`config.mk`:
```
export PLATFORM = sky130hd
export DESIGN_NAME = bcd_7seg_scan
export DESIGN_NICKNAME = d
export VERILOG_FILES = /design/src/rtl/bcd_7seg_scan.sv
export SDC_FILE = /design/constraint.sdc
export NUM_CORES = 1
export LEC_CHECK = 0
export ABC_AREA = 1
export BUFFER_PORTS_ARGS = -buffer_cell sky130_fd_sc_hd__buf_2
export CAP_MARGIN = 30
export CORE_ASPECT_RATIO = 1.75
export CORE_MARGIN = 2
export CORE_UTILIZATION = 50
export DETAILED_ROUTE_END_ITERATION = 10
export PLACE_DENSITY = 0.69
export SLEW_MARGIN = 20
export SYNTH_ARGS = -nofsm -noshare
export SYNTH_HDL_FRONTEND = slang
export SYNTH_SLANG_ARGS = --single-unit
```
`constraint.sdc`:
```
create_clock -name clk -period 4.6 [get_ports clk]
set_clock_uncertainty 0.05 [all_clocks]
set_input_delay 0.23 -clock clk [delete_from_list [all_inputs] [get_ports clk]]
set_output_delay 0.23 -clock clk [all_outputs]
set_load 0.05 [all_outputs]
```
`src/rtl/bcd_7seg_scan.sv`:
```
// ============================================================================
// Module   : bcd_7seg_scan
// Brief    : Multiplexed 3-digit seven-segment driver. Captures BCD digits on
//            the rising edge of the converter DONE level, pulses ACK, and scans
//            UND -> DEC -> CEN with a DIV-cycle lit slot and one blank cycle
//            between digits.
// Options  : define BCD_LEADING_ZERO_BLANK_EN to blank leading zeros
//            (CEN when zero, DEC when CEN and DEC are both zero).
// Revision : 1.0 - initial release
// ============================================================================
`default_nettype none

module bcd_7seg_scan #(
  parameter int DIV        = 50000,
  parameter bit ACTIVE_LOW = 1'b1
) (
  input  logic       clk,
  input  logic       rst,
  input  logic       in_DONE,
  input  logic [3:0] in_UND,
  input  logic [3:0] in_DEC,
  input  logic [3:0] in_CEN,
  output logic [6:0] out_SEG,
  output logic [2:0] out_AN,
  output logic       out_ACK
);

  localparam int            CW       = $clog2(DIV);
  localparam logic [CW-1:0] CNT_LAST = CW'(DIV - 1);

  localparam logic [2:0] IDLE     = 3'd0;
  localparam logic [2:0] SCAN_UND = 3'd1;
  localparam logic [2:0] SCAN_DEC = 3'd2;
  localparam logic [2:0] SCAN_CEN = 3'd3;
  localparam logic [2:0] BLANK    = 3'd4;

  logic          done_q;
  logic          ack;
  logic [3:0]    und;
  logic [3:0]    dec;
  logic [3:0]    cen;
  logic [2:0]    state;
  logic [2:0]    next_scan;
  logic [CW-1:0] cnt;
  logic          capture;

  logic [6:0]    seg_l;
  logic [2:0]    an_l;
  logic          sup_dec;
  logic          sup_cen;

  assign capture = in_DONE & ~done_q;

  // Standard gfedcba patterns; non-decimal codes show a dash.
  function automatic logic [6:0] seg_of(input logic [3:0] d);
    case (d)
      4'd0:    seg_of = 7'b0111111;
      4'd1:    seg_of = 7'b0000110;
      4'd2:    seg_of = 7'b1011011;
      4'd3:    seg_of = 7'b1001111;
      4'd4:    seg_of = 7'b1100110;
      4'd5:    seg_of = 7'b1101101;
      4'd6:    seg_of = 7'b1111101;
      4'd7:    seg_of = 7'b0000111;
      4'd8:    seg_of = 7'b1111111;
      4'd9:    seg_of = 7'b1101111;
      default: seg_of = 7'b1000000;
    endcase
  endfunction

  // DONE edge detection, digit capture and the one-cycle acknowledge.
  // done_q follows DONE even in reset so a level held across reset is not
  // mistaken for a fresh conversion.
  always_ff @(posedge clk) begin
    done_q <= in_DONE;
    if (rst) begin
      ack <= 1'b0;
      und <= 4'd0;
      dec <= 4'd0;
      cen <= 4'd0;
    end else begin
      ack <= capture;
      if (capture) begin
        und <= in_UND;
        dec <= in_DEC;
        cen <= in_CEN;
      end
    end
  end

  // Scan sequencer: the registered ACK of the first capture starts scanning;
  // a late capture never disturbs the slot position or the refresh counter.
  always_ff @(posedge clk) begin
    if (rst) begin
      state     <= IDLE;
      next_scan <= SCAN_UND;
      cnt       <= '0;
    end else begin
      case (state)
        IDLE: begin
          if (ack) begin
            state <= SCAN_UND;
            cnt   <= '0;
          end
        end
        SCAN_UND, SCAN_DEC, SCAN_CEN: begin
          if (cnt == CNT_LAST) begin
            state <= BLANK;
            case (state)
              SCAN_UND: next_scan <= SCAN_DEC;
              SCAN_DEC: next_scan <= SCAN_CEN;
              default:  next_scan <= SCAN_UND;
            endcase
          end else begin
            cnt <= cnt + CW'(1);
          end
        end
        BLANK: begin
          state <= next_scan;
          cnt   <= '0;
        end
        default: begin
          state <= IDLE;
          cnt   <= '0;
        end
      endcase
    end
  end

`ifdef BCD_LEADING_ZERO_BLANK_EN
  assign sup_cen = (cen == 4'd0);
  assign sup_dec = (cen == 4'd0) && (dec == 4'd0);
`else
  assign sup_cen = 1'b0;
  assign sup_dec = 1'b0;
`endif

  // Logical (active-high) segment and anode values from registered state only.
  always_comb begin
    seg_l = 7'b0000000;
    an_l  = 3'b000;
    case (state)
      SCAN_UND: begin
        an_l  = 3'b001;
        seg_l = seg_of(und);
      end
      SCAN_DEC: begin
        an_l  = 3'b010;
        seg_l = sup_dec ? 7'b0000000 : seg_of(dec);
      end
      SCAN_CEN: begin
        an_l  = 3'b100;
        seg_l = sup_cen ? 7'b0000000 : seg_of(cen);
      end
      default: begin
        seg_l = 7'b0000000;
        an_l  = 3'b000;
      end
    endcase
  end

  generate
    if (ACTIVE_LOW) begin : g_active_low
      assign out_SEG = ~seg_l;
      assign out_AN  = ~an_l;
    end else begin : g_active_high
      assign out_SEG = seg_l;
      assign out_AN  = an_l;
    end
  endgenerate

  assign out_ACK = ack;

endmodule

`default_nettype wire

```
==> impl_metrics.py, run 1 <==
metrics = {
    "layout": {
        "drive_gt1_frac": 0.157,
        "nNetsFinal": 467,
        "syn_to_final_growth_pct": 11.6,
        "n_antenna_cell": 0,
        "nFillCells": 555,
        "post-route-cell-area_mm2": 0.00331,
        "seqCellArea_mm2": 0.00112,
        "final_cells": 512,
        "multiInputGateArea_mm2": 0.00161,
        "fin_util": 0.572,
    },
    "worst_hold_path": {
        "hold_depth": 1,
        "hold_end": "done_q",
        "min_path_type": "primary input to flop",
        "hold_start": "in_DONE",
    },
    "floorplanning": {
        "start_util": 0.513,
        "std_cell_rows": 37,
        "dieArea_mm2": 0.00659,
        "io_pins": 26,
        "die_height_um": 106,
        "fp.coreArea_mm2": 0.00579,
        "dieWidth_um": 62.2,
    },
    "clock_network": {
        "clock_sinks": 56,
        "cts_resized": 0,
        "postCtsSetupBuffers": 0,
        "cts_buffers": 5,
        "clk_path_buf_depth": 2,
        "cts_tree": "done",
        "clkLatencyLatePin_ns": 0.32,
        "postCtsHoldBufs": 0,
        "clkTransAtPathRegs_ns": 0.10,
        "cts.htree.levels": 2,
        "cts_root_buffer": "clkbuf_8",
    },
    "run_status": {
        "status": "complete, no violations",
    },
    "route": {
        "post_drt_wl_per_cell_um": 12.9,
        "drc": 0,
        "drt_iter0_markers": 92,
        "drtAntennaViolNets": 0,
        "drtPass1Iterations": 4,
        "avgViaCountPerCell": 5.13,
        "wirelength_mm": 6.59,
        "vias": 2627,
    },
    "synthesis": {
        "netlist_area_mm2": 0.00297,
        "synthAdderAreaFrac": 0.0801,
        "synth_cell_type_count": 38,
        "yosys_most_used_dff": "dfxtp_1",
        "synth_top_family_by_area": "simple AND/OR/NAND/NOR gates",
        "seq_area_frac_synth": 0.378,
        "synth-simple-area-share": 0.340,
        "syn_avg_cell_area_um2": 7.31,
        "syn_inst": 406,
        "synth_seq_cells": 56,
        "synth_async_sr_flop_share": 0,
        "yosys.area.top_type_share": 0.378,
        "synth_nets": 440,
        "synth_xor_area_frac": 0.00886,
        "synth_area_leaders": "dfxtp_1 (38%), nand2_1 (11%), ha_1 (8.0%)",
        "synth_edf_count": 0,
        "synth_compound_area_frac": 0.115,
        "yosysTopAreaCell": "dfxtp_1",
        "muxShareOfSynthArea": 0,
        "yosysWarnings": 0,
    },
    "place": {
        "place_area_mm2": 0.00315,
        "portBuffers": 25,
        "place_congestion": 0.899,
        "pre_cts_ws_ns": 1.99,
        "dp_hpwl_mm": 5.09,
        "dpl.cell_count": 504,
    },
    "timing": {
        "finalSetupTns_ns": 0,
        "slew-limit-headroom": 0.578,
        "whs_ns": 0.0315,
        "hold_violations": 0,
        "fin_crit_sh": 0.502,
        "period_needed_ns": 2.31,
        "worstMarginPinSlew_ns": 0.629,
        "timing.final.ws_setup_ns": 2.29,
        "fmax_mhz": 433,
        "maxSlewViolCount": 0,
        "rsz0062_at_grt": "no",
        "setup_viol": 0,
    },
    "worst_setup_path": {
        "required_ns": 4.82,
        "rrSetupSlack_ns": 2.63,
        "start_kind": "primary input",
        "end_kind": "flop",
        "cp.arrival_ns": 2.53,
        "reg2reg_depth": 9,
        "worstPathMaxFanout": 20,
        "r2r-start": "done_q",
        "path_class": "primary input to flop",
    },
    "pwr": {
        "powerDensity_mw_per_mm2": 355,
        "vdd.ir_drop.worst_mv": 0.293,
        "p_leak_nw": 1.55,
        "power_mw": 1.17,
    },
    "global_routing": {
        "overflow": 0,
        "grt.total_usage": 0.209,
        "grt_max_degree": 21,
        "grt_pass1_vias": 2435,
        "grt_pass1_wl_mm": 10.8,
        "antenna_found_initial": 0,
    },
    "job": {
        "cap_violations": 0,
    },
}
[where the power goes]
part | internal, mW | leakage [nW] | switching [mW]
Combinational | 0.0551 | 1.01 | 0.144
Clock | 0.272 | 0.0784 | 0.167
Sequential | 0.522 | 0.462 | 0.0146
[area by class of cell]
cell class	count	share of cell area
multi-input cells	293	0.487
flip-flops and latches	56	0.339
inverters	52	0.0590
repair buffers	25	0.0378
well taps	78	0.0295
clock inverters	3	0.0272
clock buffers	5	0.0208
[cells in the final DEF, fill, tap and decap left out]
cell | Yosys | final
nor3b_1 | 1 | 1
nand3_4 | 1 | 1
nor2_8 | 1 | 1
xor2_1 | 3 | 3
nand2_2 | 4 | 4
or2_1 | 4 | 4
bufinv_16 | 0 | 3
a21oi_1 | 6 | 6
o21ai_1 | 7 | 7
o22ai_1 | 1 | 1
o211ai_1 | 4 | 4
nor2_2 | 6 | 6
ha_1 | 19 | 19
buf_2 | 1 | 25
or2_2 | 3 | 3
a21oi_2 | 5 | 5
nor3_2 | 2 | 2
nand3_1 | 32 | 32
inv_1 | 46 | 46
a221oi_1 | 7 | 7
nand3b_1 | 1 | 1
o21bai_1 | 1 | 1
nand2_1 | 87 | 87
a21o_1 | 1 | 1
o21ai_2 | 1 | 1
nor2_1 | 61 | 61
o21ai_4 | 1 | 1
clkinv_1 | 1 | 1
o21ai_0 | 19 | 19
nor3_1 | 5 | 5
nand3_2 | 4 | 4
nand4_1 | 4 | 4
dfxtp_1 | 56 | 56
inv_2 | 5 | 5
nand2_4 | 2 | 2
clkbuf_8 | 1 | 5
[layer usage]
| layer | global-route usage | wire length, µm |
|---|---|---|
| met2 | 0.408 | 3580 |
| met4 | 0.0937 | 210 |
| met5 | 0 | 0 |
| met1 | 0.206 | 2480 |
| met3 | 0.0455 | 327 |
[logic make-up (layout without fill, tap and decap cells)]
| group | count (synthesis) | after routing |
|---|---|---|
| and+or+nand+nor | 218 | 218 |
| buffers and inverters | 57 | 85 |
| DFF | 56 | 56 |
| AOI/OAI and AO/OA | 53 | 53 |
| adders and majority gates | 19 | 19 |
| xor gates and xnor gates | 3 | 3 |
[synth_stat cells (2+ instances only)]
cell / number
inv_2: 5
nor2_1: 61
or2_1: 4
or2_2: 3
a21oi_2: 5
nor2_2: 6
nand3_1: 32
nand4_1: 4
nor3_2: 2
o21ai_0: 19
nand2_1: 87
ha_1: 19
o211ai_1: 4
o21ai_1: 7
inv_1: 46
xor2_1: 3
dfxtp_1: 56
nand2_4: 2
nand3_2: 4
nand2_2: 4
a221oi_1: 7
a21oi_1: 6
nor3_1: 5
[worst max-delay path by stage]
stage	start	endpoint	slack, ns	cells after the start
CTS	rst	flop	2.32	9
detailed placement	rst	flop	1.99	8
finish	rst	flop	2.29	9
global route	rst	flop	2.13	9
floorplan	state[0]	out_SEG[0]	2.17	5
global placement	rst	flop	2.03	8
[worst max-delay path, stage by stage]
cell      delay [ns]
buf_2           0.42
clkinv_1        0.67
nand3_1         0.48
inv_1           0.11
ha_1            0.21
or2_1           0.24
nand2_1         0.06
nand2_1         0.04
nand2_1         0.06
(Power assumes the default switching activity.)
==> run 2, diff against run 1 <==
Settings changed: ABC_AREA 1 to 0.
Clock period 4.6 ns to 2.26 ns, I/O delays scaled along.
==> run 2 against run 1 <==
Against the previous run:
- synthesized cell count fell by 24%
- register-to-register slack got worse by 2.2 ns
- routed wire length down 6.3%
- sequential power up 96%
- final cell count shrank 19%
- die area down 4.0%
- count of clock-buffer cells in the layout rose by 2
- total power increased by 61%
- area after synthesis fell by 4.2%
- non-clock buffer count increased by 14
- flip-flop and latch count stayed put
- largest cell class unchanged
==> impl_metrics.py, run 2 <==
metrics = {
    "worst_setup_path": {
        "end_kind": "output port",
        "reg2reg_depth": 6,
        "path_class": "flop to output port",
        "cp.arrival_ns": 1.90,
        "worstPathMaxFanout": 8,
        "start_kind": "flop",
        "required_ns": 2.10,
        "rrSetupSlack_ns": 0.41,
        "r2r-start": "done_q",
    },
    "worst_hold_path": {
        "hold_end": "und[0]",
        "min_path_type": "primary input to flop",
        "hold_start": "in_UND[0]",
        "hold_depth": 3,
    },
    "clock_network": {
        "clock_sinks": 56,
        "postCtsSetupBuffers": 0,
        "clkLatencyLatePin_ns": 0.31,
        "cts_root_buffer": "clkbuf_8",
        "clk_path_buf_depth": 2,
        "clkTransAtPathRegs_ns": 0.10,
        "postCtsHoldBufs": 1,
        "cts_tree": "done",
        "cts_buffers": 5,
        "cts.htree.levels": 2,
        "cts_resized": 0,
    },
    "synthesis": {
        "yosys_most_used_dff": "dfxtp_1",
        "synth_area_leaders": "dfxtp_1 (39%), ha_1 (8.4%), mux2i_1 (5.3%)",
        "synth_edf_count": 0,
        "yosysMostFrequentCell": "dfxtp_1",
        "synth_seq_cells": 56,
        "yosys.area.top_type_share": 0.394,
        "syn_avg_cell_area_um2": 9.26,
        "synth_nets": 341,
        "yosysWarnings": 0,
        "synth_async_sr_flop_share": 0,
        "yosys-top-cells-count": "dfxtp_1 (56), nor2_1 (33), ha_1 (19), a21oi_1 (17), inv_1 (17)",
        "seq_area_frac_synth": 0.394,
        "yosysTopAreaCell": "dfxtp_1",
        "syn_inst": 307,
        "synth_cell_type_count": 48,
        "netlist_area_mm2": 0.00284,
    },
    "timing": {
        "timing.final.ws_setup_ns": 0.195,
        "period_needed_ns": 2.07,
        "fin_crit_sh": 0.914,
        "fmax_mhz": 484,
        "setup_viol": 0,
        "finalSetupTns_ns": 0,
        "slew-limit-headroom": 0.614,
        "rsz0062_at_grt": "no",
        "maxSlewViolCount": 0,
        "hold_violations": 0,
        "whs_ns": 0.00422,
        "worstMarginPinSlew_ns": 0.580,
    },
    "layout": {
        "seqCellArea_mm2": 0.00112,
        "syn_to_final_growth_pct": 12.2,
        "multiInputGateArea_mm2": 0.00158,
        "n_antenna_cell": 0,
        "drive_gt1_frac": 0.232,
        "layout_common_cells": "dfxtp_1 (56), nor2_1 (33), buf_2 (25), ha_1 (19)",
        "layout_commonest_cell": "dfxtp_1",
        "nFillCells": 527,
        "nNetsFinal": 374,
    },
    "floorplanning": {
        "dieWidth_um": 61,
        "die_height_um": 104,
        "dieArea_mm2": 0.00633,
        "fp.coreArea_mm2": 0.00554,
        "io_pins": 26,
        "std_cell_rows": 36,
        "start_util": 0.513,
    },
    "global_routing": {
        "grt_max_degree": 29,
        "grt_pass1_wl_mm": 10.0,
        "overflow": 0,
        "antenna_found_initial": 0,
        "grt.total_usage": 0.208,
        "grt_pass1_vias": 2238,
    },
    "pwr": {
        "vdd.ir_drop.worst_mv": 0.415,
        "powerDensity_mw_per_mm2": 592,
        "p_leak_nw": 1.27,
    },
    "place": {
        "dp_hpwl_mm": 4.76,
        "pre_cts_ws_ns": 0.408,
        "portBuffers": 25,
        "place_congestion": 0.912,
    },
    "route": {
        "wirelength_mm": 6.18,
        "avgViaCountPerCell": 5.47,
        "drt_iter0_markers": 96,
        "drtPass1Iterations": 4,
        "drc": 0,
        "vias": 2280,
        "post_drt_wl_per_cell_um": 14.8,
        "drtAntennaViolNets": 0,
    },
    "job": {
        "cap_violations": 0,
    },
    "run_status": {
        "status": "complete, no violations",
    },
}
run 2: cell count changes after synthesis, moves of 7 or more:
cell      before  now
mux2_2         0    8
inv_1         46   17
a22oi_1        0   11
or2_2          3   11
a221oi_1       7    0
nor2_1        61   33
mux2i_1        0   15
nand3_1       32    5
nand2_1       87   16
o21ai_0       19    9
a21oi_1        6   17
o22ai_1        1   12
run 2: metrics by stage:
stage                     utilization  instance area [µm²]  total power [mW]  cells
after floorplan                     -                 2840              1.27    307
after global routing            0.576                 3190              1.97    417
final                           0.576                 3190              1.89    417
after detailed placement        0.557                 3090              1.35    408
after global placement          0.557                 3090              1.34    408
after CTS                       0.576                 3190              1.90    417
run 2: critical path, stage by stage (launching register included):
cell     delay [ns]
dfxtp_1        0.47
buf_4          0.21
mux2_2         0.35
a22oi_1        0.18
or2_2          0.13
buf_2          0.25
run 2: cell type report:
| cell class | instances | area share |
|---|---|---|
| inverters | 17 | 0.0200 |
| multi-input cells | 221 | 0.496 |
| well taps | 76 | 0.0298 |
| clock buffers | 7 | 0.0271 |
| flip-flops and latches | 56 | 0.351 |
| clock inverters | 1 | 0.00235 |
| repair buffers | 39 | 0.0729 |
run 2: worst max-delay path by stage:
stage | start | to | slack (ns) | cells after the start
after floorplan | done_q | flop | 0.56 | 8
after global placement | done_q | flop | 0.44 | 6
after detailed placement | done_q | flop | 0.41 | 7
after CTS | state[1] | out_SEG[5] | 0.18 | 5
after global routing | state[1] | out_SEG[3] | 0.05 | 4
final | state[1] | out_SEG[5] | 0.19 | 5
run 2: routing by layer:
layer,GRT usage,share of wire
met2,0.404,0.57
met1,0.197,0.38
met3,0.0387,0.019
met4,0.0745,0.029
met5,0,0
run 2: report_power, final:
part	total (mW)	switching [mW]	internal (mW)
logic	0.276	0.168	0.108
registers	1.05	0.0166	1.03
clock network	0.561	0.312	0.250
total	1.89	0.496	1.39
run 2: cell families after synthesis:
family | count (synthesis) | share of synthesized area
simple gates | 101 | 0.189
fa+ha+maj | 19 | 0.0836
buf+inv | 30 | 0.0484
mux | 29 | 0.124
compound gates | 72 | 0.161
flops | 56 | 0.394
